`config.mk`:
```
export PLATFORM = sky130hd
export DESIGN_NAME = forwarding_writeback_unit
export DESIGN_NICKNAME = d
export VERILOG_FILES = /design/src/rtl/forwarding_writeback_unit.sv
export SDC_FILE = /design/constraint.sdc
export NUM_CORES = 1
export LEC_CHECK = 0
export ABC_AREA = 1
export CAP_MARGIN = 40
export CORE_MARGIN = 2
export CORE_UTILIZATION = 46
export DETAILED_ROUTE_END_ITERATION = 16
export PLACE_DENSITY = 0.92
export SYNTH_ARGS = -nofsm -noshare
export SYNTH_HDL_FRONTEND = slang
export SYNTH_SLANG_ARGS = --single-unit
```
`constraint.sdc`:
```
create_clock -name clk -period 4.87 [get_ports clk]
set_input_delay 0.7305 -clock clk [delete_from_list [all_inputs] [get_ports clk]]
set_output_delay 0.7305 -clock clk [all_outputs]
set_load 0.005 [all_outputs]
```
`src/rtl/forwarding_writeback_unit.sv`:
```
// MEM/WB pipeline slots, register_file write port, operand forwarding and load-use stall.
// Optional HAZ_STATS_EN macro adds a saturating 16-bit stall counter output (stall_cnt).
module forwarding_writeback_unit #(
  parameter int DW     = 32,
  parameter int AW     = 4,
  parameter int PC_REG = 15
) (
  input  logic          clk,
  input  logic          rst,
  input  logic          hold,
  input  logic          ex_rf_en,
  input  logic          ex_load,
  input  logic [AW-1:0] ex_rd,
  input  logic [DW-1:0] ex_alu,
  input  logic [DW-1:0] mem_data,
  input  logic [AW-1:0] ra,
  input  logic [AW-1:0] rb,
  input  logic [AW-1:0] rc,
  input  logic [DW-1:0] pa,
  input  logic [DW-1:0] pb,
  input  logic [DW-1:0] pc,
  output logic [DW-1:0] opa,
  output logic [DW-1:0] opb,
  output logic [DW-1:0] opc,
  output logic [DW-1:0] pw,
  output logic [AW-1:0] rw,
  output logic          e,
  output logic          stall
`ifdef HAZ_STATS_EN
  ,
  output logic [15:0]   stall_cnt
`endif
);

  localparam logic [AW-1:0] PcIdx = AW'(PC_REG);

  logic          mem_v;
  logic          mem_load;
  logic [AW-1:0] mem_rd;
  logic [DW-1:0] mem_val;
  logic          wb_v;
  logic [AW-1:0] wb_rd;
  logic [DW-1:0] wb_val;
  logic [DW-1:0] mem_result;

  // A load's value only exists once memory answers during its MEM slot.
  assign mem_result = mem_load ? mem_data : mem_val;

  always_ff @(posedge clk) begin
    if (rst) begin
      mem_v    <= 1'b0;
      mem_load <= 1'b0;
      mem_rd   <= '0;
      mem_val  <= '0;
      wb_v     <= 1'b0;
      wb_rd    <= '0;
      wb_val   <= '0;
    end else if (!hold) begin
      mem_v    <= ex_rf_en & ~stall;
      mem_load <= ex_load & ~stall;
      mem_rd   <= ex_rd;
      mem_val  <= ex_alu;
      wb_v     <= mem_v;
      wb_rd    <= mem_rd;
      wb_val   <= mem_result;
    end
  end

  // The younger producer in MEM shadows an older one in WB; the PC register is never bypassed.
  function automatic logic [DW-1:0] fwd(
    input logic [AW-1:0] r,
    input logic [DW-1:0] port,
    input logic          mv,
    input logic [AW-1:0] mrd,
    input logic [DW-1:0] mres,
    input logic          wv,
    input logic [AW-1:0] wrd,
    input logic [DW-1:0] wval
  );
    if (r == PcIdx)             return port;
    else if (mv && (mrd == r))  return mres;
    else if (wv && (wrd == r))  return wval;
    else                        return port;
  endfunction

  assign opa = fwd(ra, pa, mem_v, mem_rd, mem_result, wb_v, wb_rd, wb_val);
  assign opb = fwd(rb, pb, mem_v, mem_rd, mem_result, wb_v, wb_rd, wb_val);
  assign opc = fwd(rc, pc, mem_v, mem_rd, mem_result, wb_v, wb_rd, wb_val);

  assign stall = ex_rf_en & ex_load & (ex_rd != PcIdx) &
                 ((ex_rd == ra) | (ex_rd == rb) | (ex_rd == rc));

  assign pw = wb_val;
  assign rw = wb_rd;
  assign e  = wb_v & ~hold;

`ifdef HAZ_STATS_EN
  always_ff @(posedge clk) begin
    if (rst) begin
      stall_cnt <= '0;
    end else if (stall && !hold && (stall_cnt != 16'hFFFF)) begin
      stall_cnt <= stall_cnt + 16'd1;
    end
  end
`endif

endmodule

```
==> run summary, run 1 <==
HPWL after DPL - 21700 um
most common cell after layout, fill and taps aside - nor2_1
worst hold path depth - 2
gr usage total - 0.363
required time of the critical path - 4.14 ns
Detail Route Antenna Nets - 0
slowest CP cell - clkdlybuf4s50_1
Pleak - 0.00516 uW
gr ovfl total - 0
Max clock buf depth - 2
crit path capture type - primary output
initial core utilization - 0.470
Worst-path clk slew - 0.06 ns
NetSw - 651 uW
H-tree lvl count - 3
final hold vios - 0
first-pass GRT wire length - 46600 um
drt pass-1 iters - 6
Mean Syn Cell Area - 5.14 um^2
CTS Buf Count - 9
CTS resizes - 0
cell internal pwr - 1380 uW
final setup fails - 0
std cell rows - 44
Hold EP - mem_val[19]
fmax - 0.244 GHz
CP bufs+invs - 3
area of the multi-input gates - 4570 um^2
Die ar. - 15900 um^2
core area - 14500 um^2
final setup TNS - 0 ns
launching point of the worst reg2reg path - mem_load
min cycle time layout - 4.10 ns
Max-Cap Viols - 0
Synth-to-Final Area Change - 49.8%
crit path DAT - 3.37 ns
I/O pins - 315
fin nets - 1762
Startpoint Class - input pin
Setup CP Type - input pin to primary output
final wirelength - 29900 um
CTS tree - done
Hold Crit Class - register to register
crit-path cells - clkdlybuf4s50_1, nand2_1, o21ai_0, nor2_1, nand2_1, nor2_4, buf_4, nand2_1, nand2_1, nor2_1, nor2_1, clkdlybuf4s50_1
Logic pwr share - 0.347
CP Max Fanout - 22
Rel. slew slack - 0.493
Syn Inst Count - 1331
CTS Hold Bufs - 0
# fillers - 1314
worst hold margin - 0.464 ns
Worst path most repeated cell - nand2_1
commonest cells after routing, fill and taps aside - 424 x nor2_1, 360 x nand2_1, 312 x clkdlybuf4s50_1
layout cell share with drive strength beyond 1 - 0.0341
slew of the pin with the lowest slew margin - 0.758 ns
DRT iter0 DRCs - 1251
PortBufs - 314
run status - complete, no violations
ant diodes - 0
Largest delay share family, worst path - buffers and inverters
Mapped Area - 6840 um^2
Clock Skew - 0.00699 ns
switching share of power - 0.321
Flop pwr share - 0.341
PD cells - 198 nW/um^2
reg2reg setup slack - 3.03 ns
vias in the first global route - 8969
Clk Latency, worst-skew pair - 0.33 ns
Yosys reg bits - 75
number of remaining DRC errors - 0
Net Count, Synth - 1512
routability-driven placement congestion ratio - 0.981
Vias - 9757
Synth warnings - 0
Avg WL per Cell - 16.9 um
Hold Path Origin - mem_val[19]
Peak supply drop - 180 uV
Reg area - 1500 um^2
Die X - 126 um
Sink Count - 75
fin crit share - 0.843
Root Driver - clkbuf_16
setup repair after global routing missed its margin - no
CP peak stage delay - 0.55 ns
Vias/cell - 5.52
post-CTS setup buffer count - 0
Reg2Reg Capture Point - pw[25]
largest net degree at the start of global routing - 65
Clk pwr share - 0.311
Max Slew Vio Count - 0
path depth of the worst reg2reg path - 7
post-synth cell types - 26
antenna violations before repair - 0
sequential-to-total area share from yosys stat - 0.220
Die Span Y - 126 um
## cell usage after synthesis
master	n	share of area
buf_6	3	0.0049
buf_2	24	0.018
xnor2_1	2	0.0026
nor3_2	1	0.0015
dfxtp_1	75	0.22
inv_2	5	0.0027
clkbuf_2	4	0.0029
buf_4	13	0.014
a211oi_1	8	0.0088
nand2_4	1	0.0016
nand2_2	1	0.00092
a41oi_1	1	0.0013
clkbuf_1	52	0.029
nand3_2	2	0.0029
o21ai_0	63	0.046
nor2_2	1	0.00092
a21oi_1	128	0.094
nand3_1	16	0.012
nor2_1	426	0.23
nand4_1	58	0.053
o21ai_1	2	0.0015
inv_1	78	0.043
nand2_1	360	0.20
buf_1	2	0.0011
a21oi_4	1	0.0024
xor2_1	4	0.0051
## per-layer routing
layer | vias up | part of all wire | track usage
met5 | - | 0 | 0
met4 | 0 | 0.044 | 0.162
met3 | 107 | 0.10 | 0.0709
met2 | 636 | 0.45 | 0.594
met1 | 4332 | 0.40 | 0.463
li1 | 4682 | - | -
## stage by stage
stage	area, um^2	setup slack [ns]	total power, uW	util	cells
after floorplan	6840	2.34	983	-	1331
after global placement	9910	0.849	1380	0.682	1752
after detailed placement	9960	0.835	1400	0.685	1754
after CTS	10200	0.822	2020	0.705	1769
after global routing	10200	0.527	2120	0.705	1769
final	10200	0.767	2030	0.705	1769
## cells by family (layout without fill, tap and decap cells)
logic type / count (synthesis) / after routing / share of synthesized area
and+or+nand+nor: 866 / 866 / 0.504
AOI/OAI and AO/OA: 203 / 203 / 0.154
buffers and inverters: 181 / 435 / 0.115
DFF: 75 / 75 / 0.220
xor gates and xnor gates: 6 / 6 / 0.00769
## state kept, by name, indices dropped and copies added, names as in the netlist
signal / count
mem_rd: 4
rw: 4
wb_v: 1
pw: 32
mem_val: 32
mem_load: 1
mem_v: 1
## power groups by stage
| stage | Sequential (uW) | Combinational [uW] | Clock (uW) |
|---|---|---|---|
| 5_1_grt | 697 | 762 | 661 |
| 3_3_place_gp | 704 | 681 | 0 |
| 2_1_floorplan | 694 | 289 | 0 |
| 3_5_place_dp | 705 | 694 | 0 |
| 4_1_cts | 692 | 696 | 635 |
| 6_report | 693 | 705 | 633 |
## worst register-to-register path, stage by stage (launching register included)
cell and delay (ns):
dfxtp_1 0.31, buf_4 0.31, inv_1 0.30, buf_16 0.24, nand2_1 0.07, nand2_1 0.22
o21ai_0 0.23, inv_1 0.05
## worst max-delay path by stage
stage | slack (ns) | cells past startpoint | endpoint | start
2_1_floorplan | 2.34 | 8 | opb[21] | rb[2]
3_3_place_gp | 0.85 | 12 | opc[3] | rc[1]
3_5_place_dp | 0.84 | 10 | opc[30] | rc[1]
4_1_cts | 0.82 | 10 | opc[30] | rc[1]
5_1_grt | 0.53 | 12 | opc[2] | rc[1]
6_report | 0.77 | 12 | opc[3] | rc[1]
## final cells by class
class,count,area share
Multi-Input combinational cell,1075,0.446
Timing Repair Buffer,337,0.327
Sequential cell,75,0.147
Inverter,83,0.0304
Clock buffer,11,0.0247
Tap cell,184,0.0225
Clock inverter,4,0.00257
No activity file was read; power rests on OpenSTA's default activity.
==> inputs of run 2 (changes only) <==
--- a/config.mk
+++ b/config.mk
@@ -8,9 +8,9 @@
 export ABC_AREA = 1
 export CAP_MARGIN = 40
 export CORE_MARGIN = 2
-export CORE_UTILIZATION = 46
+export CORE_UTILIZATION = 43
 export DETAILED_ROUTE_END_ITERATION = 16
-export PLACE_DENSITY = 0.92
+export PLACE_DENSITY = 0.87
 export SYNTH_ARGS = -nofsm -noshare
 export SYNTH_HDL_FRONTEND = slang
 export SYNTH_SLANG_ARGS = --single-unit
==> constraint.sdc (replaced) <==
create_clock -name clk -period 3.8 [get_ports clk]
set_input_delay 0.57 -clock clk [delete_from_list [all_inputs] [get_ports clk]]
set_output_delay 0.57 -clock clk [all_outputs]
set_load 0.005 [all_outputs]
==> run 2 against run 1 <==
Worst setup slack worse by 0.65 ns; largest cell class unchanged; register-to-register slack worse by 0.69 ns; global-route usage down 0.53 points; combinational power up 30%; clock power up 42%; final cell count up 2.7%; via count up 0.41%; critical endpoint is now opa[17]; critical path type unchanged; clock skew down 0.0016 ns; sequential power up 28%.
==> run summary, run 2 (synthesized netlist as in run 1, its figures left out) <==
CTS Hold Bufs - 0
launching point of the worst reg2reg path - mem_load
path depth of the worst reg2reg path - 6
number of remaining DRC errors - 0
fin nets - 1776
Peak supply drop - 295 uV
slowest CP cell - clkdlybuf4s50_1
Core Util, Final - 0.666
Detail Route Antenna Nets - 0
largest net degree at the start of global routing - 70
PD cells - 258 nW/um^2
slew of the pin with the lowest slew margin - 0.685 ns
crit path capture type - primary output
gr usage total - 0.357
vias in the first global route - 8841
final setup fails - 0
drt pass-1 iters - 7
std cell rows - 46
Sink Count - 75
layout cell share with drive strength beyond 1 - 0.0431
run status - complete, no violations
most common cell after layout, fill and taps aside - nor2_1
HPWL after DPL - 22900 um
reg2reg setup slack - 2.34 ns
crit path DAT - 3.11 ns
I/O pins - 315
Clock Skew - 0.00542 ns
final setup TNS - 0 ns
PortBufs - 314
final wirelength - 31100 um
Clk Latency, worst-skew pair - 0.34 ns
final hold vios - 0
Die X - 130 um
CP bufs+invs - 3
fmax - 0.271 GHz
Max clock buf depth - 2
min cycle time layout - 3.68 ns
Synth-to-Final Area Change - 53.0%
routability-driven placement congestion ratio - 1.02
Vias - 9797
CP Max Fanout - 24
Worst path most repeated cell - nand2_1
CP peak stage delay - 0.49 ns
Pleak - 0.00524 uW
Root Driver - clkbuf_16
Largest delay share family, worst path - simple AND/OR/NAND/NOR gates
first-pass GRT wire length - 46700 um
Max-Cap Viols - 0
Rel. slew slack - 0.543
Setup CP Type - input pin to primary output
gr ovfl total - 0
CTS Buf Count - 9
fin crit share - 0.969
Die ar. - 16900 um^2
worst hold path depth - 2
initial core utilization - 0.435
Max Slew Vio Count - 0
CTS tree - done
Vias/cell - 5.39
Critical Path Start - ra[0]
# fillers - 1474
commonest cells after routing, fill and taps aside - 424 x nor2_1, 360 x nand2_1, 312 x clkdlybuf4s50_1
Avg WL per Cell - 17.1 um
Die Span Y - 130 um
Worst-path clk slew - 0.06 ns
Startpoint Class - input pin
CTS resizes - 0
post-route cell area - 10500 um^2
area of placed instances - 10100 um^2
core area - 15700 um^2
required time of the critical path - 3.23 ns
Reg2Reg Capture Point - pw[4]
Power, Total - 2700 uW
crit-path cells - clkdlybuf4s50_1, inv_1, o21ai_0, nor2_1, nand3_2, nand2_4, nand2_1, nand2_1, nand2_1, clkdlybuf4s50_1
antenna violations before repair - 1
Worst Setup EP - opa[17]
H-tree lvl count - 3
Hold Crit Class - register to register
DRT iter0 DRCs - 1159
final critical-path setup slack - 0.117 ns
setup repair after global routing missed its margin - no
path length in cells of the critical path - 10
post-CTS setup buffer count - 0
dpl ws - 0.176 ns
## run 2: layout make-up
cell class | instances | area, um^2 | share of cell area
Multi-Input combinational cell | 1075 | 4570 | 0.436
Timing Repair Buffer | 351 | 3500 | 0.334
Clock buffer | 10 | 239 | 0.0228
Sequential cell | 75 | 1500 | 0.143
Tap cell | 216 | 270 | 0.0258
Antenna cell | 1 | 2.50 | 0.000239
Clock inverter | 6 | 73.8 | 0.00705
Inverter | 83 | 312 | 0.0298
## run 2: worst min path at each step
stage / slack, ns / from / to
2_1_floorplan: 0.45 / mem_val[0] / mem_val[0]
3_3_place_gp: 0.45 / mem_val[4] / mem_val[4]
3_5_place_dp: 0.46 / mem_val[22] / mem_val[22]
4_1_cts: 0.46 / mem_val[22] / mem_val[22]
5_1_grt: 0.48 / mem_val[25] / mem_val[25]
6_report: 0.47 / mem_val[22] / mem_val[22]
## run 2: worst register-to-register path, cell delays in order, from the launching register on
cell,delay [ns]
dfxtp_1,0.31
inv_1,0.22
buf_4,0.32
nand2_1,0.10
nand2_1,0.26
o21ai_0,0.12
inv_1,0.08
## run 2: per-layer routing
layer | track usage | share of wire
met1 | 0.458 | 0.39
met4 | 0.155 | 0.034
met5 | 0 | 0
met3 | 0.0861 | 0.11
met2 | 0.573 | 0.46
## run 2: power by group
group | leakage [uW] | switching [uW] | total, uW | internal (uW)
Clock | 0.000147 | 366 | 900 | 533
Sequential | 0.000620 | 52.0 | 887 | 835
Combinational | 0.00448 | 451 | 915 | 465
## run 2: through the flow
stage                     std cells  hold slack (ns)
after floorplan                1331            0.445
after global placement         1799            0.452
after detailed placement       1800            0.456
after CTS                      1816            0.465
after global routing           1817            0.484
final                          1817            0.466
